<file path="config.mk">
export PLATFORM = sky130hd
export DESIGN_NAME = branch_resolver_flat
export DESIGN_NICKNAME = d
export VERILOG_FILES = /design/src/rtl/bp_pkg.sv /design/src/rtl/branch_resolver_if.sv /design/src/rtl/pred_fifo.sv /design/src/rtl/branch_resolver.sv /design/src/flat_wrapper.sv
export SDC_FILE = /design/constraint.sdc
export NUM_CORES = 1
export LEC_CHECK = 0
export CAP_MARGIN = 20
export CORE_MARGIN = 2
export CORE_UTILIZATION = 30
export DETAILED_ROUTE_END_ITERATION = 6
export PLACE_DENSITY = 0.54
export RECOVER_POWER = 100
export SYNTH_ARGS = -nofsm -noshare
export SYNTH_HDL_FRONTEND = slang
export SYNTH_SLANG_ARGS = --single-unit
</file>
<file path="constraint.sdc">
create_clock -name clk -period 6.46 [get_ports clk]
set_input_delay 0.646 -clock clk [delete_from_list [all_inputs] [get_ports clk]]
set_output_delay 0.646 -clock clk [all_outputs]
set_load 0.005 [all_outputs]
</file>
<file path="src/rtl/bp_pkg.sv">
// ---------------------------------------------------------------------------
// bp_pkg
// Shared definitions for the branch predictor and its resolution partner.
//   SNT/WNT/WT/ST : 2-bit saturating predictor state encodings.
//   cnt_width()   : width of an occupancy counter able to hold 0..depth.
// ---------------------------------------------------------------------------
package bp_pkg;

  localparam logic [1:0] SNT = 2'd0;
  localparam logic [1:0] WNT = 2'd1;
  localparam logic [1:0] WT  = 2'd2;
  localparam logic [1:0] ST  = 2'd3;

  // One extra bit so that "completely full" (count == depth) is representable.
  function automatic int cnt_width(input int depth);
    return $clog2(depth) + 1;
  endfunction

endpackage

</file>
<file path="src/rtl/branch_resolver_if.sv">
// ---------------------------------------------------------------------------
// branch_resolver_if
// Bundles the fetch, execute and predictor-facing signals of branch_resolver.
//   slave  : the resolver (receives issue/prediction/outcome, drives the rest)
//   master : the environment (fetch, execute and predictor)
// ---------------------------------------------------------------------------
interface branch_resolver_if #(
  parameter int CNT_W = 16
) ();

  logic             issue;          // fetch has a branch this cycle
  logic             request;        // prediction request to the predictor
  logic             prediction;     // predictor answer, cycle after request
  logic             outcome_valid;  // execute resolves the oldest branch
  logic             outcome_taken;  // actual direction
  logic             result;         // training strobe to the predictor
  logic             taken;          // actual direction with result
  logic             mispredict;     // front-end redirect pulse
  logic             full;
  logic             empty;
  logic [CNT_W-1:0] hit_count;
  logic [CNT_W-1:0] miss_count;
  logic             underflow;      // sticky: outcome seen with nothing queued

  modport slave (
    input  issue, prediction, outcome_valid, outcome_taken,
    output request, result, taken, mispredict, full, empty,
           hit_count, miss_count, underflow
  );

  modport master (
    output issue, prediction, outcome_valid, outcome_taken,
    input  request, result, taken, mispredict, full, empty,
           hit_count, miss_count, underflow
  );

endinterface

</file>
<file path="src/rtl/pred_fifo.sv">
// ---------------------------------------------------------------------------
// pred_fifo
// Circular FIFO of 1-bit predictions.
//   clk, rst  : clock, synchronous active-high reset
//   i_clear   : synchronous flush; wins over a same-cycle push
//   i_push    : write i_din at the tail
//   i_pop     : drop the head (caller guarantees o_count > 0)
//   o_head    : oldest stored prediction
//   o_count   : occupancy, 0..DEPTH
// ---------------------------------------------------------------------------
module pred_fifo
  import bp_pkg::*;
#(
  parameter  int DEPTH = 4,
  localparam int AW    = $clog2(DEPTH),
  localparam int CW    = cnt_width(DEPTH)
) (
  input  logic          clk,
  input  logic          rst,
  input  logic          i_clear,
  input  logic          i_push,
  input  logic          i_din,
  input  logic          i_pop,
  output logic          o_head,
  output logic [CW-1:0] o_count
);

  logic [DEPTH-1:0] r_mem;
  logic [AW-1:0]    r_wr;
  logic [AW-1:0]    r_rd;
  logic [CW-1:0]    r_count;

  // Pointers wrap naturally because DEPTH is a power of two.
  always_ff @(posedge clk) begin
    // NOTE: state is assigned with <= so every register samples the values
    // from before this edge, independent of statement order.
    if (rst) begin
      // NOTE: storage is reset too; it is only DEPTH flops, and a cleared
      // queue then reads back as all-zero instead of stale predictions.
      r_mem   <= '0;
      r_wr    <= '0;
      r_rd    <= '0;
      r_count <= '0;
    end else if (i_clear) begin
      r_wr    <= '0;
      r_rd    <= '0;
      r_count <= '0;
    end else begin
      if (i_push) begin
        r_mem[r_wr] <= i_din;
        r_wr        <= r_wr + AW'(1);
      end
      if (i_pop) begin
        r_rd <= r_rd + AW'(1);
      end
      r_count <= r_count + CW'(i_push) - CW'(i_pop);
    end
  end

  assign o_head  = r_mem[r_rd];
  assign o_count = r_count;

endmodule

</file>
<file path="src/rtl/branch_resolver.sv">
// ---------------------------------------------------------------------------
// branch_resolver
// Issues prediction requests, captures the returned predictions in order,
// compares them with execute outcomes, trains the predictor, raises
// mispredict flushes and keeps saturating hit/miss statistics.
//   clk, rst : clock, synchronous active-high reset
//   br       : branch_resolver_if.slave (fetch / execute / predictor signals)
// ---------------------------------------------------------------------------
module branch_resolver
  import bp_pkg::*;
#(
  parameter int DEPTH = 4,
  parameter int CNT_W = 16
) (
  input  logic              clk,
  input  logic              rst,
  branch_resolver_if.slave  br
);

  localparam int CW = cnt_width(DEPTH);

  logic             w_head;
  logic [CW-1:0]    w_count;
  logic             w_occupied;
  logic             w_pop;
  logic             w_mismatch;
  logic             w_flush;
  logic             w_full;
  logic             w_request;

  logic             r_pend;
  logic             r_result;
  logic             r_taken;
  logic             r_mispredict;
  logic             r_underflow;
  logic [CNT_W-1:0] r_hit;
  logic [CNT_W-1:0] r_miss;

  // The capture stage counts against capacity so a prediction in flight
  // always has a free slot when it lands.
  assign w_occupied = (w_count != '0);
  assign w_full     = ((w_count + CW'(r_pend)) == CW'(DEPTH));
  assign w_pop      = br.outcome_valid & w_occupied;
  assign w_mismatch = w_head ^ br.outcome_taken;
  assign w_flush    = w_pop & w_mismatch;
  // A mispredict redirects fetch, so the branch presented alongside it is
  // on the wrong path and must not be accepted.
  assign w_request  = br.issue & ~w_full & ~w_flush;

  pred_fifo #(
    .DEPTH (DEPTH)
  ) u_fifo (
    .clk     (clk),
    .rst     (rst),
    .i_clear (w_flush),
    .i_push  (r_pend),
    .i_din   (br.prediction),
    .i_pop   (w_pop),
    .o_head  (w_head),
    .o_count (w_count)
  );

  always_ff @(posedge clk) begin
    if (rst) begin
      r_pend       <= 1'b0;
      r_result     <= 1'b0;
      r_taken      <= 1'b0;
      r_mispredict <= 1'b0;
      r_underflow  <= 1'b0;
      r_hit        <= '0;
      r_miss       <= '0;
    end else begin
      // w_request is already 0 during a flush, so pend clears then as well.
      r_pend       <= w_request;
      r_result     <= w_pop;
      r_taken      <= w_pop & br.outcome_taken;
      r_mispredict <= w_flush;
      // An outcome with nothing queued is an error even if a capture is
      // pending: the outcome must not overtake its own prediction.
      if (br.outcome_valid && !w_occupied) begin
        r_underflow <= 1'b1;
      end
      if (w_pop && !w_mismatch && (r_hit != '1)) begin
        r_hit <= r_hit + CNT_W'(1);
      end
      if (w_flush && (r_miss != '1)) begin
        r_miss <= r_miss + CNT_W'(1);
      end
    end
  end

  assign br.request    = w_request;
  assign br.full       = w_full;
  assign br.empty      = ~w_occupied & ~r_pend;
  assign br.result     = r_result;
  assign br.taken      = r_taken;
  assign br.mispredict = r_mispredict;
  assign br.underflow  = r_underflow;
  assign br.hit_count  = r_hit;
  assign br.miss_count = r_miss;

endmodule

</file>
<file path="src/flat_wrapper.sv">
// flat-port wrapper written by rule: the top's interface ports become plain ports
module branch_resolver_flat import bp_pkg::*;
#(
  parameter int DEPTH = 4,
  parameter int CNT_W = 16
)
  (clk, rst, br_issue, br_prediction, br_outcome_valid, br_outcome_taken, br_request, br_result, br_taken, br_mispredict, br_full, br_empty, br_hit_count, br_miss_count, br_underflow);
  branch_resolver_if #(.CNT_W(CNT_W)) br_i ();
  input  logic clk;
  input  logic rst;
  input wire logic [$bits(br_i.issue)-1:0] br_issue;
  input wire logic [$bits(br_i.prediction)-1:0] br_prediction;
  input wire logic [$bits(br_i.outcome_valid)-1:0] br_outcome_valid;
  input wire logic [$bits(br_i.outcome_taken)-1:0] br_outcome_taken;
  output wire logic [$bits(br_i.request)-1:0] br_request;
  output wire logic [$bits(br_i.result)-1:0] br_result;
  output wire logic [$bits(br_i.taken)-1:0] br_taken;
  output wire logic [$bits(br_i.mispredict)-1:0] br_mispredict;
  output wire logic [$bits(br_i.full)-1:0] br_full;
  output wire logic [$bits(br_i.empty)-1:0] br_empty;
  output wire logic [$bits(br_i.hit_count)-1:0] br_hit_count;
  output wire logic [$bits(br_i.miss_count)-1:0] br_miss_count;
  output wire logic [$bits(br_i.underflow)-1:0] br_underflow;
  assign br_i.issue = br_issue;
  assign br_i.prediction = br_prediction;
  assign br_i.outcome_valid = br_outcome_valid;
  assign br_i.outcome_taken = br_outcome_taken;
  assign br_request = br_i.request;
  assign br_result = br_i.result;
  assign br_taken = br_i.taken;
  assign br_mispredict = br_i.mispredict;
  assign br_full = br_i.full;
  assign br_empty = br_i.empty;
  assign br_hit_count = br_i.hit_count;
  assign br_miss_count = br_i.miss_count;
  assign br_underflow = br_i.underflow;
  branch_resolver #(.DEPTH(DEPTH), .CNT_W(CNT_W)) u_core (.clk(clk), .rst(rst), .br(br_i));
endmodule
</file>
==> results of run 1 <==
Yosys cell counts:
cell,n
xor2_2,1
or3_1,5
a21boi_0,1
xor2_1,6
a21oi_1,7
nor4_1,19
and2_1,4
a211oi_1,1
ha_1,10
nand2_1,11
xnor2_1,24
mux4_2,1
nor3_1,8
nand4_1,11
o211ai_1,4
o31ai_1,2
mux2i_1,7
nand3_1,15
or4_1,2
and3_1,3
nor4b_1,3
or2_2,1
inv_1,7
clkbuf_1,13
o21ai_0,3
dfxtp_1,48
buf_6,1
nand2b_1,2
and4_1,3
nor2_1,43
worst paths after layout:
| check | startpoint | end | depth (start not counted) |
|---|---|---|---|
| worst max-delay path | br_outcome_valid | br_request | 5 |
| worst min-delay path | u_core.br.underflow$_SDFFE_PP0P_ | u_core.br.underflow$_SDFFE_PP0P_ | 2 |
| worst max register to register | u_core.u_fifo.o_count[0]$_SDFF_PP0_ | u_core.br.hit_count[10]$_SDFFE_PP0P_ | 7 |
| worst min register to register | u_core.br.underflow$_SDFFE_PP0P_ | u_core.br.underflow$_SDFFE_PP0P_ | 2 |
critical path, stage by stage:
cell and delay (ps):
dlygate4sd3_1 590, nand2b_1 660, nor2_1 140, nor2_1 160, dlygate4sd3_1 580
state kept, by name (all words and copies together) (netlist names):
| register | flops |
|---|---|
| u_core.br.miss_count | 16 |
| u_core.br.mispredict | 1 |
| u_core.br.hit_count | 16 |
| u_core.br.result | 1 |
| u_core.u_fifo.r_mem | 4 |
| u_core.br.taken | 1 |
| u_core.u_fifo.r_wr | 2 |
| u_core.r_pend | 1 |
| u_core.br.underflow | 1 |
| u_core.u_fifo.o_count | 3 |
| u_core.u_fifo.r_rd | 2 |
metrics by stage:
| step | setup slack (ps) | std cells | hold WS, ps |
|---|---|---|---|
| floorplan | 4250 | 266 | 458 |
| global placement | 3230 | 401 | 450 |
| detailed placement | 3190 | 401 | 462 |
| CTS | 3160 | 409 | 488 |
| global route | 2880 | 409 | 525 |
| finish | 3040 | 409 | 481 |
routing by layer:
layer | wire (um) | vias up
li1 | - | 1020
met1 | 2430 | 945
met5 | 0 | -
met2 | 2560 | 44
met3 | 254 | 6
met4 | 48 | 0
cell type report:
class | count | area [sq um]
Fill cell | 788 | 4640
Multi-Input combinational cell | 197 | 1280
Sequential cell | 48 | 961
Timing Repair Buffer | 47 | 459
Tap cell | 102 | 128
Clock buffer | 6 | 72.6
Clock inverter | 2 | 35.0
Inverter | 7 | 26.3
report_power, final:
part,total [mW],switching (mW),internal [mW]
clock network,0.215,0.0997,0.115
logic,0.159,0.0872,0.0717
registers,0.343,0.0234,0.319
cells by family after synthesis:
| logic type | Yosys count | share of synthesized area (%) |
|---|---|---|
| AND/OR/NAND/NOR | 130 | 28.7 |
| flip-flops | 48 | 41.4 |
| XOR/XNOR | 31 | 12.0 |
| buffers and inverters | 21 | 3.72 |
| AO/OA/AOI/OAI | 18 | 4.74 |
| adder cells (fa/ha/maj) | 10 | 5.39 |
| multiplexers | 8 | 3.99 |
==> results.sh, run 1 <==
export IMPL_final_common_cell="dfxtp_1"
export IMPL_antenna_found_initial=0
export IMPL_arrival_ps=2770
export IMPL_start_util_pct=30.5
export IMPL_areaGrowthSynthToFinish_pct=27.7
export IMPL_max_freq_mhz=292
export IMPL_met2_usage_pct=22.5
export IMPL_crit_type="input pin to output pin"
export IMPL_cp_data_required_time_ps=5810
export IMPL_hold_viol_final=0
export IMPL_grt_overflow_total=0
export IMPL_port_buffers=44
export IMPL_io_pin_count=45
export IMPL_ys_warnings_count=0
export IMPL_total_power_mw=0.716
export IMPL_timing_final_crit_share_pct=52.9
export IMPL_status="finished, violations left"
export IMPL_clock_sinks=48
export IMPL_num_rows=32
export IMPL_peakVddDrop_mv=0.0746
export IMPL_final_max_slew_violation_count=42
export IMPL_ctsResizeCount=0
export IMPL_clk_latency_ps=300
export IMPL_drt_iter0_markers=79
export IMPL_cp_start_kind="input pin"
export IMPL_period_minus_slack_ps=3420
export IMPL_design_area_sq_um=2960
export IMPL_synth_seq_cells=48
export IMPL_grt_pass1_wl_mm=9.30
export IMPL_grt_use_met1_pct=17.5
export IMPL_postRouteAntennaNets=0
export IMPL_seq_area_frac_synth_pct=41.4
export IMPL_synth_cell_type_count=30
export IMPL_drt_wirelength_per_cell_um=13.0
export IMPL_grt_usage_pct=13.5
export IMPL_grt_max_degree=42
export IMPL_synth_area_leader_cell="dfxtp_1"
export IMPL_synth_avg_cell_area_sq_um=8.73
export IMPL_maxSlewHeadroom_pct=-23.0
export IMPL_ctsHtreeMaxLevel=2
export IMPL_rsz0062_at_grt="false"
export IMPL_synth_top_area_share_pct=41.4
export IMPL_path_max_fanout=25
export IMPL_finalSetupTns_ps=0
export IMPL_place_area_sq_um=2860
export IMPL_worst_r2r_setup_slack_ps=3780
export IMPL_drt_wl_total_mm=5.30
export IMPL_gp_congestion=0.808
export IMPL_skew_ps=11.1
export IMPL_viasPerCell=4.93
export IMPL_antennaDiodeCount=0
export IMPL_critPathCaptureType="output pin"
export IMPL_hold_class="flip-flop to flip-flop"
export IMPL_synthTopCellsByArea="dfxtp_1 (41%), xnor2_1 (9.1%), nor2_1 (7.0%)"
export IMPL_worstMarginPinSlew_ps=1850
export IMPL_drv_cap=1
export IMPL_drc_errors=0
export IMPL_cts_hold_buffers=0
export IMPL_setup_viol_count_final=0
export IMPL_leakagePower_nw=1.11
export IMPL_violations="max-capacitance violations, max-slew violations"
export IMPL_layout_common_cells="dfxtp_1 (48), nor2_1 (43), dlygate4sd3_1 (41)"
export IMPL_synthCells=266
export IMPL_grt_busiest_layer="met2"
export IMPL_final_nets=322
export IMPL_fp_dieH_um=92.0
export IMPL_cts_tree="built"
export IMPL_syn_nets=282
export IMPL_grt_pass1_vias=1918
export IMPL_powerDensity_nw_per_um2=242
export IMPL_final_core_util_pct=38.9
export IMPL_hpwlAfterDp_mm=3.73
export IMPL_use_met3_pct=3.29
export IMPL_cts_root_buf="clkbuf_8"
export IMPL_die_area_sq_um=8460
export IMPL_die_w_um=92.0
export IMPL_cts_buffers_inserted=5
export IMPL_clk_pin_slew_ps=90
export IMPL_num_vias=2015
export IMPL_syn_area_sq_um=2320
export IMPL_drtPass1Iterations=4
export IMPL_drive_gt1_share_pct=3.91
export IMPL_post_cts_buffers=0
export IMPL_clockBufferDepth=2
export IMPL_coreArea_sq_um=7610
Power figures use the tool's default switching activity.
==> run 2, diff against run 1 <==
- PLACE_DENSITY: 0.54 -> 0.56
- clock period: 6.46 -> 2.74 ns (I/O delays scaled with it)
==> run 2 against run 1 <==
Against the previous run: the run now ends clean; final area increased by 0.42%; critical endpoint unchanged; sequential share of layout area is 0.14 points lower; final cell count rose by 1.5%; critical path type is now flip-flop to output pin; largest power group unchanged; flip-flop and latch count did not move; first-iteration DRC count decreased by 2.5%; combinational power rose by 150%; die area is the same; utilization grew 0.16 points; global-route usage shrank 0.97 points; wire length shrank 3.3%; non-clock buffer count rose by 6.
==> results.sh, run 2 (synthesis gave the netlist of run 1 again) <==
export IMPL_coreArea_sq_um=7610
export IMPL_clk_latency_ps=300
export IMPL_skew_ps=8.44
export IMPL_power_frac_comb_pct=23.9
export IMPL_fp_dieH_um=92.0
export IMPL_cts_hold_buffers=0
export IMPL_max_freq_mhz=398
export IMPL_cts_root_buf="clkbuf_8"
export IMPL_clkPwrFrac_pct=26.7
export IMPL_grt_usage_pct=12.5
export IMPL_slowest_delay_ps=570
export IMPL_setup_ws_ps=230
export IMPL_post_cts_buffers=0
export IMPL_path_cells="ha_1 > ha_1 > nor3_1 > nand2b_1 > nor2_1 > dlygate4sd3_1"
export IMPL_die_area_sq_um=8460
export IMPL_drv_cap=0
export IMPL_grt_pass1_wl_mm=8.72
export IMPL_cts_tree="built"
export IMPL_period_minus_slack_ps=2510
export IMPL_grt_max_degree=25
export IMPL_maxSlewHeadroom_pct=35.1
export IMPL_num_vias=2006
export IMPL_clock_sinks=48
export IMPL_crit_type="flip-flop to output pin"
export IMPL_io_pin_count=45
export IMPL_cp_data_required_time_ps=2470
export IMPL_drt_wl_total_mm=5.12
export IMPL_path_max_fanout=8
export IMPL_powerDensity_nw_per_um2=549
export IMPL_cts_buffers_inserted=5
export IMPL_hpwlAfterDp_mm=3.74
export IMPL_arrival_ps=2240
export IMPL_final_common_cell="dfxtp_1"
export IMPL_dpl_worst_slack_ps=415
export IMPL_clockBufferDepth=2
export IMPL_timing_final_crit_share_pct=91.6
export IMPL_p_sw_mw=0.492
export IMPL_status="finished, final reports clean"
export IMPL_layout_common_cells="dfxtp_1 (48), nor2_1 (43), dlygate4sd3_1 (40)"
export IMPL_antennaDiodeCount=0
export IMPL_final_nets=328
export IMPL_cp_start_kind="flip-flop"
export IMPL_grt_pass1_vias=1873
export IMPL_worstMarginPinSlew_ps=973
export IMPL_sw_frac_of_total_pct=30.1
export IMPL_postRouteAntennaNets=0
export IMPL_port_buffers=44
export IMPL_drtPass1Iterations=5
export IMPL_areaGrowthSynthToFinish_pct=28.2
export IMPL_peakVddDrop_mv=0.198
export IMPL_placed_cells=407
export IMPL_drive_gt1_share_pct=4.47
export IMPL_leakagePower_nw=1.12
export IMPL_crit_top_cell="ha_1"
export IMPL_drc_errors=0
export IMPL_drt_iter0_markers=77
export IMPL_p_seq_share_pct=49.4
export IMPL_intPower_mw=1.14
export IMPL_num_rows=32
export IMPL_antenna_found_initial=0
export IMPL_final_max_slew_violation_count=0
export IMPL_hold_viol_final=0
export IMPL_grt_overflow_total=0
export IMPL_hold_class="flip-flop to flip-flop"
export IMPL_fillCellCount=791
export IMPL_critPathCaptureType="output pin"
export IMPL_stdcell_count=415
export IMPL_ctsHtreeMaxLevel=2
export IMPL_setup_viol_count_final=0
export IMPL_critPathSlowestCell="dlygate4sd3_1"
export IMPL_rsz0062_at_grt="false"
export IMPL_total_power_mw=1.63
export IMPL_ctsResizeCount=0
export IMPL_finalSetupTns_ps=0
export IMPL_start_util_pct=30.5
export IMPL_gp_congestion=0.762
export IMPL_viasPerCell=4.83
export IMPL_clk_pin_slew_ps=80
export IMPL_die_w_um=92.0
export IMPL_drt_wirelength_per_cell_um=12.3
run 2: cell types whose count changed in the layout (fill, tap and decap cells not counted), sizes merged:
| cell | change |
|---|---|
| buf | +4 |
| clkbuf | +4 |
| bufinv | -1 |
| clkdlybuf4s50 | +1 |
| clkinv | -1 |
| dlygate4sd3 | -1 |
run 2: area by class of cell:
| class | count | area, sq um | share of cell area (%) |
|---|---|---|---|
| Multi-Input combinational cell | 197 | 1270 | 42.8 |
| Sequential cell | 48 | 961 | 32.3 |
| Timing Repair Buffer | 53 | 497 | 16.7 |
| Tap cell | 102 | 128 | 4.29 |
| Clock buffer | 8 | 90.1 | 3.03 |
| Inverter | 7 | 26.3 | 0.883 |
run 2: per-stage QoR:
stage	instance area [sq um]	utilization, %	hold WS, ps
2_1_floorplan	2320	-	354
3_3_place_gp	2900	38.2	481
3_5_place_dp	2900	38.2	484
4_1_cts	2990	39.4	503
5_1_grt	2980	39.1	529
6_report	2980	39.1	493
run 2: path summary, 6_finish.rpt:
path / startpoint / cells past startpoint / end / slack, ps
setup / recovery: u_core.r_pend$_SDFF_PP0_ / 6 / br_request / 230
hold / removal: u_core.u_fifo.r_mem[1]$_SDFFE_PP0P_ / 2 / u_core.u_fifo.r_mem[1]$_SDFFE_PP0P_ / 490
setup reg to reg: u_core.u_fifo.r_rd[1]$_SDFFE_PP0P_ / 5 / u_core.br.hit_count[8]$_SDFFE_PP0P_ / 350
hold reg to reg: u_core.u_fifo.r_mem[1]$_SDFFE_PP0P_ / 2 / u_core.u_fifo.r_mem[1]$_SDFFE_PP0P_ / 490
run 2: worst max-delay path: cells and delay by family, from the launching register on:
family | cells | cell delay, ps
buffers and inverters | 1 | 570
flip-flops | 1 | 510
AND/OR/NAND/NOR | 3 | 420
adder cells (fa/ha/maj) | 2 | 440
run 2: metal layers:
layer  GRT usage, %  routed length (um)
met3           2.55                 261
met5              0                   0
met1           16.4                2430
met4           4.23                  31
met2           20.5                2400
run 2: power by group through the flow:
stage	combinational, mW	sequential, mW	clock (mW)
after floorplan	0.250	0.811	0
after global placement	0.414	0.824	0
after CTS	0.422	0.810	0.453
final	0.391	0.807	0.436
after detailed placement	0.418	0.826	0
after global routing	0.440	0.817	0.482
==> variant (settings of run 1) <==
`DEPTH` is set to 4 in 3 places; all go to 2.
--- a/src/rtl/pred_fifo.sv
+++ b/src/rtl/pred_fifo.sv
@@ -13,3 +13,3 @@
 #(
-  parameter  int DEPTH = 4,
+  parameter  int DEPTH = 2,
   localparam int AW    = $clog2(DEPTH),
--- a/src/rtl/branch_resolver.sv
+++ b/src/rtl/branch_resolver.sv
@@ -11,3 +11,3 @@
 #(
-  parameter int DEPTH = 4,
+  parameter int DEPTH = 2,
   parameter int CNT_W = 16
--- a/src/flat_wrapper.sv
+++ b/src/flat_wrapper.sv
@@ -3,3 +3,3 @@
 #(
-  parameter int DEPTH = 4,
+  parameter int DEPTH = 2,
   parameter int CNT_W = 16
Function: changed (Yosys sat finds a counterexample within 4 cycles, from zero or initial values and one cycle with rst high).
==> variant against run 1 <==
The flow still finishes with violations (capacitance limit, slew limit). Non-clock buffer count shrank 2. Maximum frequency grew 1.2%. Highest routed layer unchanged. Wire length shrank 5.2%. Synthesized area shrank 10%. Critical path depth is the same. Design area shrank 9.0%. Sequential cell count shrank 5. Setup slack gained 41 ps. Total power shrank 7.0%. Cell count shrank 13%.
==> variant: results (changes against run 1) <==
| Metric | Value |
|---|---|
| Seq/Total Area, Yosys | 41.3% (-0.13 points) |
| Placed cell count | 349 (-13%) |
| Final net count | 286 (-11%) |
| Arrival time at the worst endpoint | 2730 ps (-40 ps) |
| Dpl ws | 3300 ps (+105 ps) |
| Per-cell routed wire length | 14.1 um (+8.7%) |
| Drt initial violations | 97 (+23%) |
| Distinct cells, synth | 46 (+53%) |
| Status | finished, violations left |
| Max-cap viol count | 1 (unchanged) |
| Clk_skew | 7.40 ps (-3.66 ps) |
| Non-filler cells in the finished layout | 357 (-13%) |
| Post-Synthesis Cells | 233 (-12%) |
| List of most frequent post-synthesis cells | 43 x dfxtp_1, 28 x nor2_1, 13 x a21oi_1, 13 x xnor2_1 |
| Maximum VDD drop | 0.0932 mV (+25%) |
| Initial antenna violation count | 0 (unchanged) |
| Gpl congestion | 0.724 (-10%) |
| CP Max Fanout | 9 (-64%) |
| Global-route wire length before repair | 8470 um (-8.9%) |
| Port Buffers | 44 (unchanged) |
| Synth area leaders | dfxtp_1 41%, xnor2_1 5.5%, nor2_1 5.0% |
| Layout cells sized above 1 | 6.50% (+2.6 points) |
| GRT Total Usage | 14.1% (+0.62 points) |
| Hpwl dp | 3330 um (-11%) |
| Switch share | 29.0% (-0.39 points) |
| First drt pass iteration count | 5 (+1) |
| Max Slew Vio Count | 45 (+7.1%) |
| Vias in the first global route | 1757 (-8.4%) |
| Leakage | 0.00102 uW (-8.2%) |
| Syn nets | 243 (-14%) |
| Failing checks | capacitance limit, slew limit |
| Largest net degree at the start of global routing | 45 (+7.1%) |
| Slew @ Worst Pin | 1960 ps (+119 ps) |
## variant: worst paths after layout
path | start | end | slack, ps | cells past startpoint
max | br_outcome_taken | br_request | 3080 | 5
min | u_core.br.underflow | u_core.br.underflow | 470 | 2
max reg2reg | u_core.br.miss_count[0] | u_core.br.miss_count[1] | 4000 | 6
min reg2reg | u_core.br.underflow | u_core.br.underflow | 470 | 2
## variant: layout make-up
cell class	instances	area, um^2
Clock buffer	6	82.6
Clock inverter	2	35.0
Fill cell	713	4060
Inverter	4	15.0
Multi-Input combinational cell	177	1160
Sequential cell	43	861
Tap cell	80	100
Timing Repair Buffer	45	444
## variant: routing by layer
metal	routed length, um	track usage, %
met5	0	0
met4	55	3.78
met3	246	4.17
met2	2200	21.4
met1	2520	19.4
## variant: cell families after synthesis
| logic type | synth area share (%) |
|---|---|
| DFF | 41.3 |
| xor gates and xnor gates | 8.28 |
| muxes | 4.56 |
| AOI/OAI and AO/OA | 11.6 |
| and+or+nand+nor | 29.2 |
| buffers and inverters | 2.76 |
| adders and majority gates | 2.40 |
## variant: worst max-delay path, cell delays in order
cell and delay [ps]:
clkdlybuf4s50_1 550, xor2_1 580, nor2_1 290, nor2_1 160, clkdlybuf4s50_1 500
## variant: per-stage QoR
stage | hold slack (ps) | power [uW] | utilization, % | instance area [um^2]
finish | 473 | 666 | 39.9 | 2700
global route | 515 | 713 | 39.9 | 2700
CTS | 486 | 683 | 40.1 | 2710
detailed placement | 464 | 458 | 38.4 | 2590
global placement | 460 | 457 | 38.4 | 2590
floorplan | 460 | 403 | - | 2090
## variant: power groups by stage
stage	clock [uW]	combinational (uW)	sequential, uW
after floorplan	0	94.7	308
after global placement	0	146	312
after detailed placement	0	147	311
after CTS	230	147	305
after global routing	246	158	309
final	224	138	305
